File: config.mk
export PLATFORM = sky130hd
export DESIGN_NAME = uart_rx
export DESIGN_NICKNAME = d
export VERILOG_FILES = /design/src/rtl/uart_rx.sv
export SDC_FILE = /design/constraint.sdc
export NUM_CORES = 1
export LEC_CHECK = 0
export ABC_CLOCK_PERIOD_IN_PS = 1950
export CORE_ASPECT_RATIO = 1.75
export CORE_UTILIZATION = 50
export CTS_BUF_LIST = sky130_fd_sc_hd__clkbuf_4 sky130_fd_sc_hd__clkbuf_8
export CTS_CLUSTER_SIZE = 40
export DETAILED_ROUTE_END_ITERATION = 6
export PLACE_DENSITY = 0.7
export SYNTH_ARGS = -nofsm -noshare
export SYNTH_HDL_FRONTEND = slang
export SYNTH_SLANG_ARGS = --single-unit
export TNS_END_PERCENT = 1
File: constraint.sdc
create_clock -name clk -period 1.95 [get_ports clk]
set_input_delay 0.2925 -clock clk [delete_from_list [all_inputs] [get_ports clk]]
set_output_delay 0.2925 -clock clk [all_outputs]
set_load 0.03 [all_outputs]
File: src/rtl/uart_rx.sv
// 8N1 UART receiver: 2-flop synchronizer, single mid-bit sample per bit,
// one-cycle new_data / frame_err pulses, busy decoded from the FSM state.
module uart_rx #(
    parameter int CLK_FREQ = 100000000,
    parameter int BAUD     = 1000000
) (
    input  logic       clk,
    input  logic       rst,
    input  logic       rx,
    output logic [7:0] data,
    output logic       new_data,
    output logic       frame_err,
    output logic       busy
);

    localparam int N  = CLK_FREQ / BAUD;
    localparam int TW = $clog2(N) + 1;
    localparam logic [TW-1:0] HALF_LAST = TW'(N / 2 - 1);
    localparam logic [TW-1:0] BIT_LAST  = TW'(N - 1);

    if (N < 4) begin : g_n_check
        $error("uart_rx: CLK_FREQ/BAUD must be at least 4");
    end

    typedef enum logic [2:0] {
        IDLE,
        START,
        DATA,
        STOP,
        WAIT_HIGH
    } state_t;

    state_t          state;
    logic [1:0]      sync;
    logic            rxs;
    logic [TW-1:0]   timer;
    logic [2:0]      bit_idx;
    logic [7:0]      shreg;

    assign rxs  = sync[1];
    assign busy = (state != IDLE);

    always_ff @(posedge clk) begin
        if (rst) begin
            sync <= '1;
        end else begin
            sync <= {sync[0], rx};
        end
    end

    // Timer counts from 0 after each sample point; START samples at the
    // half-bit mark, DATA/STOP one full bit after the previous sample.
    always_ff @(posedge clk) begin
        if (rst) begin
            state     <= IDLE;
            timer     <= '0;
            bit_idx   <= '0;
            shreg     <= '0;
            data      <= '0;
            new_data  <= 1'b0;
            frame_err <= 1'b0;
        end else begin
            new_data  <= 1'b0;
            frame_err <= 1'b0;
            case (state)
                IDLE: begin
                    if (!rxs) begin
                        state <= START;
                        timer <= '0;
                    end
                end
                START: begin
                    if (timer == HALF_LAST) begin
                        timer   <= '0;
                        bit_idx <= '0;
                        state   <= rxs ? IDLE : DATA;
                    end else begin
                        timer <= timer + 1'b1;
                    end
                end
                DATA: begin
                    if (timer == BIT_LAST) begin
                        timer          <= '0;
                        shreg[bit_idx] <= rxs;
                        if (bit_idx == 3'd7) begin
                            state <= STOP;
                        end else begin
                            bit_idx <= bit_idx + 1'b1;
                        end
                    end else begin
                        timer <= timer + 1'b1;
                    end
                end
                STOP: begin
                    if (timer == BIT_LAST) begin
                        timer <= '0;
                        if (rxs) begin
                            data     <= shreg;
                            new_data <= 1'b1;
                            state    <= IDLE;
                        end else begin
                            frame_err <= 1'b1;
                            state     <= WAIT_HIGH;
                        end
                    end else begin
                        timer <= timer + 1'b1;
                    end
                end
                WAIT_HIGH: begin
                    if (rxs) begin
                        state <= IDLE;
                    end
                end
                default: state <= IDLE;
            endcase
        end
    end

endmodule

== After elaboration in Yosys (flattened, before gate mapping) ==
Index checks and enable logic that the tools add are counted.
Operators by class
  $lt $le $gt $ge: 2
  bitwise operators: 2
  div/mod/pow operators: 0
  equal/unequal tests: 14
  mux-type cells: 22
  add/sub/neg operators: 2
  shifts and indexed selects: 0
  multipliers: 0
  reduce and logical (&&, ||, !) cells: 12
Operators with widths (number)
  $mux 3: 10
  $mux 8: 3
  $pmux 8 s3: 1
  $pmux 3 s5: 1
  $ne 2x2->1 const B: 7
  $add 8x1->8 const B: 1
  $bwmux 8: 1
  $eq 8x6->1 const B: 1
  $eq 8x7->1 const B: 1
  $eq 3x2->1 const B: 2
  $eq 3x3->1 const B: 2
  $pmux 3 s2: 1
  $reduce_and 6->1: 1
  $reduce_bool 3->1: 2
  $lt 3x4->1 const B: 1
  $reduce_and 2->1: 2
  $reduce_and 4->1: 1
  $add 3x1->3 const B: 1
  $demux 1 s3: 1
  $eq 3x1->1 const B: 1
  $ge 3x1->1 const B: 1
  $logic_not 3->1: 1
  $mux 1: 3
  $reduce_and 3->1: 1
  other kinds (6): 7
Word-level totals
  register bits after elaboration: 34
  logic and storage cells: 62
  memory bits (writable): 0
  memories: 0
  input port bits: 3
  ROM bits: 0
  bits in latches: 0
  output and inout bits: 11

== Logic depth before layout (Yosys ltp) ==
Gate-level depths: netlist of run 1.
  depth in word-level cells: 5
  mapped depth: 6
  gate-level depth less buffers: 6

== Worst setup path before layout of run 1 ==
Ideal clock, no wire load.
  path type: reg-to-reg
  start: reg timer[0]
  end: reg data[0]
  clock period less this slack: 1.716 ns
  path buffers: 0
  required time: 1.822 ns
  arrival: 1.588 ns
  stages on the path, launching flop included: 6
  setup time: 0.128 ns
  slack: 0.234 ns
  cell sequence: dfxtp_1 ha_1 nand4b_4 nor3_4 mux2i_1 nor2_1
On the way
  cells in the longest elaborated chain, start to end: 2
RTL lines
  from (decl): RTL line 36  | logic [TW-1:0] timer;
  from (signal assigned): RTL line 78  | timer <= timer + 1'b1;
  from (signal assigned): RTL line 91  | timer <= timer + 1'b1;
  from (signal assigned): RTL line 106  | timer <= timer + 1'b1;
  $eq 8x7->1: RTL line 95  | if (timer == BIT_LAST) begin
  $reduce_and 3->1 (no line)
  to (signal assigned): RTL line 98  | data <= shreg;
  to (decl): RTL line 10  | output logic [7:0] data,
No other way between the ends.
A chain may end at the register's enable or synchronous reset.

== Worst setup path in the final report of run 1 ==
  start: reg timer[1]
  end: reg bit_idx[0]
On the way
  cells in the longest elaborated chain, start to end: 3
  elaborated cells on any way between the ends: 5
  those cells by class: eq/ne (4); reduce/logical (1)
RTL lines
  $eq 8x7->1 / $eq 8x6->1 (equally long branches): RTL line 82, 73
  $ne 2x2->1 (no line)
  $reduce_and 4->1 (no line) *
  to (signal assigned): RTL line 88  | bit_idx <= bit_idx + 1'b1;
  to (decl): RTL line 37  | logic [2:0] bit_idx;
Mark *: on every way between the ends. The rest lies on a longest branch, timed or not.

==> flow_metrics.py, run 1 <==
metrics = {
    "outcome": {
        "outcome": "complete, no violations",
    },
    "cts": {
        "cts_tree": "built",
        "cts_resized": 1,
        "clk_pin_slew_ps": 70,
        "cts_root_buffer": "clkbuf_8",
        "htree_levels": 2,
        "postCtsHoldBufs": 0,
        "numCtsBuffers": 5,
        "clk_latency_ps": 290,
        "clockBufferDepth": 2,
        "cts_sinks": 34,
        "cts_setup_buffers": 0,
    },
    "min_path": {
        "min_path_type": "flop to flop",
        "hold_path_depth": 1,
    },
    "synthesis": {
        "yosys_warnings": 0,
        "synth.cell_area_um2": 1810,
        "synthMuxAreaShare_pct": 10.0,
        "synth-edff-count": 0,
        "async_reset_ff_share_pct": 0,
        "synth_xor_xnor_area_share_pct": 0.967,
        "synth_fp_nets": 204,
        "synth_compound_area_share_pct": 16.4,
        "synthFlopType": "dfxtp_1",
        "netlist_instances": 197,
        "synth_top_family_by_area": "simple AND/OR/NAND/NOR gates",
        "synth_fa_ha_area_share_pct": 2.76,
        "synth.distinct_cells": 53,
        "yosys.area_share.simple_pct": 26.9,
        "seq_area_frac_synth_pct": 37.6,
        "syn_area_per_cell_um2": 9.20,
        "synth-seq-cells": 34,
    },
    "pwr": {
        "ir_worst_vdd_v": 0.000680,
        "p_comb_share_pct": 36.3,
        "clock_power_share_pct": 25.9,
        "power.leakage_uw": 0.000825,
        "pwr-share-seq_pct": 37.8,
        "switching_share_pct": 37.1,
        "p_switching_uw": 787,
        "cellInternalPower_uw": 1330,
        "power_density_nw_per_um2": 978,
    },
    "worst_setup_path": {
        "worstPathArrival_ps": 2020,
        "reg2reg_from": "timer[1]",
        "endpoint": "bit_idx[0]",
        "r2r_end": "bit_idx[0]",
        "crit_fanout": 8,
        "path_class": "flop to flop",
        "worst-r2r-cell-count": 5,
        "r2r_setup_slack_ps": 110,
        "worstSetupStartpoint": "timer[1]",
        "end_kind": "flop",
        "worst_setup_path_start_kind": "flop",
        "critPathRequiredTime_ps": 2130,
    },
    "drt": {
        "route.detailed.drc": 0,
        "avgRoutedWirePerCell_um": 16.1,
        "routed_wl_um": 4250,
        "dr.pass1.iters": 4,
        "num_vias": 1577,
        "ant_nets": 0,
        "viasPerCell": 5.97,
        "drtIter0Drc": 38,
    },
    "finish": {
        "fillers": 328,
        "n_antenna_cell": 0,
        "drive_above_1_share_pct": 18.7,
        "area_growth_pct": 19.8,
        "nets": 225,
    },
    "die": {
        "initial_core_util_pct": 52.8,
        "io_pins": 14,
        "die_height_um": 81.6,
        "rows": 28,
        "die_x_um": 47.5,
        "fp.dieArea_um2": 3880,
        "core_um2": 3430,
    },
    "timing": {
        "worstMarginPinSlew_ps": 512,
        "fin_tns_setup_ps": 0,
        "finClkSkew_ps": 6.59,
        "layout_min_cycle_time_ps": 1840,
        "fin_crit_sh_pct": 94.6,
        "hold_ws_ps": 416,
        "finalHoldViolCount": 0,
        "clock.fmax_mhz": 542,
        "relSlewSlack_pct": 65.7,
        "rsz0062_at_grt": "false",
        "drv_slew": 0,
        "setup_viol": 0,
    },
    "run": {
        "maxCapViolCount": 0,
    },
    "global_route": {
        "grt_pass1_vias": 1472,
        "antenna_found_initial": 0,
        "grt_max_degree": 18,
        "grt_remaining_overflow": 0,
        "grt_pass1_wl_um": 6780,
        "grtUsageTotal_pct": 24.8,
    },
    "placement": {
        "finalWeightedCongestion": 0.820,
        "dp_hpwl_um": 3100,
        "port_buffers": 13,
    },
}
final cells by class:
type / count / area (um^2) / area share (%)
clock buffers: 6 / 82.6 / 3.81
multi-input cells: 142 / 1060 / 49.0
inverters: 9 / 33.8 / 1.56
well taps: 45 / 56.3 / 2.60
clock inverters: 2 / 12.5 / 0.577
flip-flops and latches: 34 / 682 / 31.4
repair buffers: 26 / 239 / 11.0
layout by cell type, fill, tap and decap left out, types with 4 or more instances in the layout:
| cell type | synthesis | layout |
|---|---|---|
| buf_4 | 0 | 12 |
| dfxtp_1 | 34 | 33 |
| mux2i_1 | 17 | 17 |
| inv_1 | 9 | 9 |
| nor4_1 | 4 | 4 |
| o21ai_0 | 6 | 6 |
| a21oi_1 | 4 | 4 |
| nand2_1 | 29 | 29 |
| clkbuf_8 | 0 | 6 |
| nand3_1 | 6 | 6 |
| clkdlybuf4s50_1 | 0 | 12 |
| nor2_1 | 14 | 14 |
synth_stat cells, drive strengths merged, types with 2 or more instances:
cell type  count  area (um^2)
o21ai          8         40.0
nand2         30          115
mux2i         17          170
and3           2         12.5
or3b           3         26.3
o21bai         2         15.0
o2111ai        2         17.5
nand4b         4         50.1
o41ai          2         32.5
nor2          14         52.6
nor4           6         67.6
a211o          2         18.8
nor3           6         57.6
a31oi          2         12.5
dfxtp         34          681
nand3          6         30.0
inv            9         33.8
or2            2         12.5
nor2b          3         18.8
o311ai         3         26.3
a21oi          4         20.0
ha             4         50.1
buf            5         37.5
clkbuf         7         26.3
power by group through the flow:
stage / logic, uW / registers (uW) / clock network (uW)
6_report: 770 / 802 / 549
5_1_grt: 841 / 810 / 584
4_1_cts: 714 / 795 / 566
3_5_place_dp: 723 / 811 / 0
3_3_place_gp: 697 / 804 / 0
2_1_floorplan: 512 / 801 / 0
sequential cells by signal, summed over array words and instances (netlist names):
register,cells
shreg,8
new_data,1
frame_err,1
data,8
sync,2
timer,8
bit_idx,3
state,3
worst max-delay path, cell delays in order, from the launching register on:
cell,delay (ps)
dfxtp_1,410
ha_2,280
nand4b_4,260
o32ai_4,340
nand2_2,130
mux2_1,320
per-stage QoR:
step                cells  total power, uW  utilization [%]  setup WS, ps  instance area (um^2)
CTS                   264             2080             62.3          26.8                  2140
floorplan             197             1310                -           234                  1810
finish                264             2120             63.2           106                  2170
global route          264             2230             63.2          7.15                  2170
detailed placement    256             1530             59.5          43.3                  2040
global placement      256             1500             59.5           181                  2040
cell families after synthesis:
family	Yosys count
AO/OA/AOI/OAI	36
XOR/XNOR	2
adder cells (fa/ha/maj)	4
buffers and inverters	21
flip-flops	34
multiplexers	18
AND/OR/NAND/NOR	82
metal layers:
metal | wire, um | up-vias | global-route usage [%]
li1 | - | 753 | -
met5 | 0 | - | 0
met3 | 194 | 18 | 5.93
met1 | 1680 | 748 | 27.9
met2 | 2260 | 58 | 41.1
met4 | 127 | 0 | 13.4
how the worst min path moves through the flow:
stage               startpoint      end
detailed placement     sync[0]  sync[1]
floorplan              sync[0]  sync[1]
global placement       sync[0]  sync[1]
CTS                    sync[0]  sync[1]
global route           sync[0]  sync[1]
finish                 sync[0]  sync[1]
No activity file was read; power rests on OpenSTA's default activity.
==> run 2, diff against run 1 <==
- ABC_CLOCK_PERIOD_IN_PS: 1950 -> 1600
- CORE_UTILIZATION: 50 -> 54
- PLACE_DENSITY: 0.7 -> 0.78
- clock period: 1.95 -> 1.6 ns (I/O delays scaled with it)
==> run 2 against run 1 <==
Net effect:
- the run now ends with setup timing left
- non-clock buffer count rose by 21
- via count rose by 5.0%
- worst setup slack got worse by 150 ps
- hold slack improved by 8.7 ps
- die area fell by 7.2%
- first-iteration DRC count rose by 26%
- critical path type unchanged
==> flow_metrics.py, run 2 (synthesized netlist as in run 1, its figures left out) <==
metrics = {
    "outcome": {
        "outcome": "finished, violations left",
        "violations": "setup timing",
    },
    "pwr": {
        "power_uw": 2980,
        "power.leakage_uw": 0.000958,
        "power_density_nw_per_um2": 1240,
        "ir_worst_vdd_v": 0.000935,
    },
    "cts": {
        "htree_levels": 2,
        "clockBufferDepth": 2,
        "cts_sinks": 34,
        "numCtsBuffers": 5,
        "clk_pin_slew_ps": 80,
        "clk_latency_ps": 290,
        "cts_tree": "built",
        "postCtsHoldBufs": 0,
        "cts_root_buffer": "clkbuf_8",
    },
    "worst_setup_path": {
        "r2r_setup_slack_ps": -50,
        "worst-r2r-cell-count": 8,
        "worst_setup_path_start_kind": "flop",
        "worstPathArrival_ps": 1840,
        "end_kind": "flop",
        "path_class": "flop to flop",
        "reg2reg_from": "timer[1]",
        "crit_fanout": 4,
        "critPathRequiredTime_ps": 1800,
        "r2r_end": "bit_idx[2]",
    },
    "global_route": {
        "grt_pass1_wl_um": 7640,
        "grt_max_degree": 15,
        "grt_remaining_overflow": 0,
        "antenna_found_initial": 0,
        "grt_pass1_vias": 1725,
        "grtUsageTotal_pct": 28.6,
    },
    "timing": {
        "relSlewSlack_pct": 75.9,
        "finalHoldViolCount": 0,
        "worstMarginPinSlew_ps": 361,
        "clock.fmax_mhz": 608,
        "finClkSkew_ps": 5.11,
        "fin_crit_sh_pct": 103,
        "worst_slack_ps": -45.8,
        "hold_ws_ps": 425,
        "rsz0062_at_grt": "true",
        "drv_slew": 0,
        "layout_min_cycle_time_ps": 1650,
        "setup_viol": 6,
    },
    "drt": {
        "routed_wl_um": 4470,
        "drtIter0Drc": 48,
        "avgRoutedWirePerCell_um": 15.8,
        "dr.pass1.iters": 5,
        "viasPerCell": 5.85,
        "ant_nets": 0,
        "num_vias": 1656,
        "route.detailed.drc": 0,
    },
    "die": {
        "initial_core_util_pct": 57.1,
        "rows": 27,
        "die_height_um": 78.6,
        "die_x_um": 45.8,
        "fp.dieArea_um2": 3600,
        "core_um2": 3180,
        "io_pins": 14,
    },
    "min_path": {
        "min_path_type": "flop to flop",
        "hold_path_depth": 1,
        "worstHoldEndpoint": "sync[1]",
        "hp-start": "sync[0]",
    },
    "finish": {
        "drive_above_1_share_pct": 30.0,
        "layout_commonest_cell": "buf_4",
        "post-route-util_pct": 76.0,
        "area_growth_pct": 33.3,
        "largestRegisters": "data: 8 flops, shreg: 8 flops, timer: 8 flops",
        "stdcell_count": 283,
        "final_cell_mix": "buf_4, nand2_1, dfxtp_1, mux2i_1, nor2_1",
        "n_antenna_cell": 0,
        "nets": 246,
    },
    "run": {
        "maxCapViolCount": 0,
    },
    "placement": {
        "dp_hpwl_um": 3110,
        "dp_slack_ps": -102,
        "finalWeightedCongestion": 0.991,
        "port_buffers": 13,
        "dp.cells": 273,
    },
}
==> run 2: cell types whose count changed in the layout (fill, tap and decap cells not counted), sizes merged <==
cell	delta
buf	+22
bufinv	+2
clkbuf	-1
clkinvlp	-1
dlygate4sd2	-1
==> run 2: critical path: stages, from the launching register on <==
cell and delay [ps]:
dfxtp_4 370, inv_1 40, ha_1 180, nand4b_1 170, buf_4 180, o32ai_4 80, buf_4 150, a211o_2 330
o41ai_2 50
==> run 2: through the flow <==
stage / setup TNS (ps) / area (um^2)
after CTS: -234 / 2390
after detailed placement: -1040 / 2210
after global placement: -340 / 2210
final: -131 / 2410
after global routing: -1660 / 2410
after floorplan: -641 / 1830
==> run 2: worst max path at each step <==
stage,start,to,cells past startpoint
3_3_place_gp,timer[2],shreg[7],5
5_1_grt,timer[1],bit_idx[2],8
2_1_floorplan,timer[2],data[0],5
4_1_cts,state[0],bit_idx[2],5
3_5_place_dp,timer[2],shreg[7],5
6_report,timer[1],bit_idx[2],8
==> run 2: cell type report <==
type	count	area, um^2
inverters	9	33.8
well taps	43	53.8
flip-flops and latches	34	692
clock buffers	5	68.8
fillers	236	761
repair buffers	47	415
multi-input cells	142	1080
clock inverters	3	68.8
==> run 2: timing repair <==
item                       in CTS  in global routing
pin swaps                       2                  6
setup endpoints to repair      24                 29
buffers inserted                1                  1
resized for setup              10                  5
==> run 2: routing by layer <==
metal,GRT usage (%),up-vias,wire length (um)
met4,13.8,0,161
li1,-,794,-
met3,6.21,15,218
met2,48.6,56,2400
met5,0,-,0
met1,31.9,791,1690
==> run 2: report_power, final <==
group	internal [uW]	switching (uW)	leakage, uW
Combinational	441	594	0.000612
Sequential	919	66.7	0.000278
Clock	624	340	0.0000683
Total	1980	1000	0.000958
==> run 3, diff against run 2 <==
- CTS_CLUSTER_DIAMETER: default -> 60
- SLEW_MARGIN: default -> 0
==> results of run 3 <==
No change in the layout: final DEF, timing and power equal those of run 2.
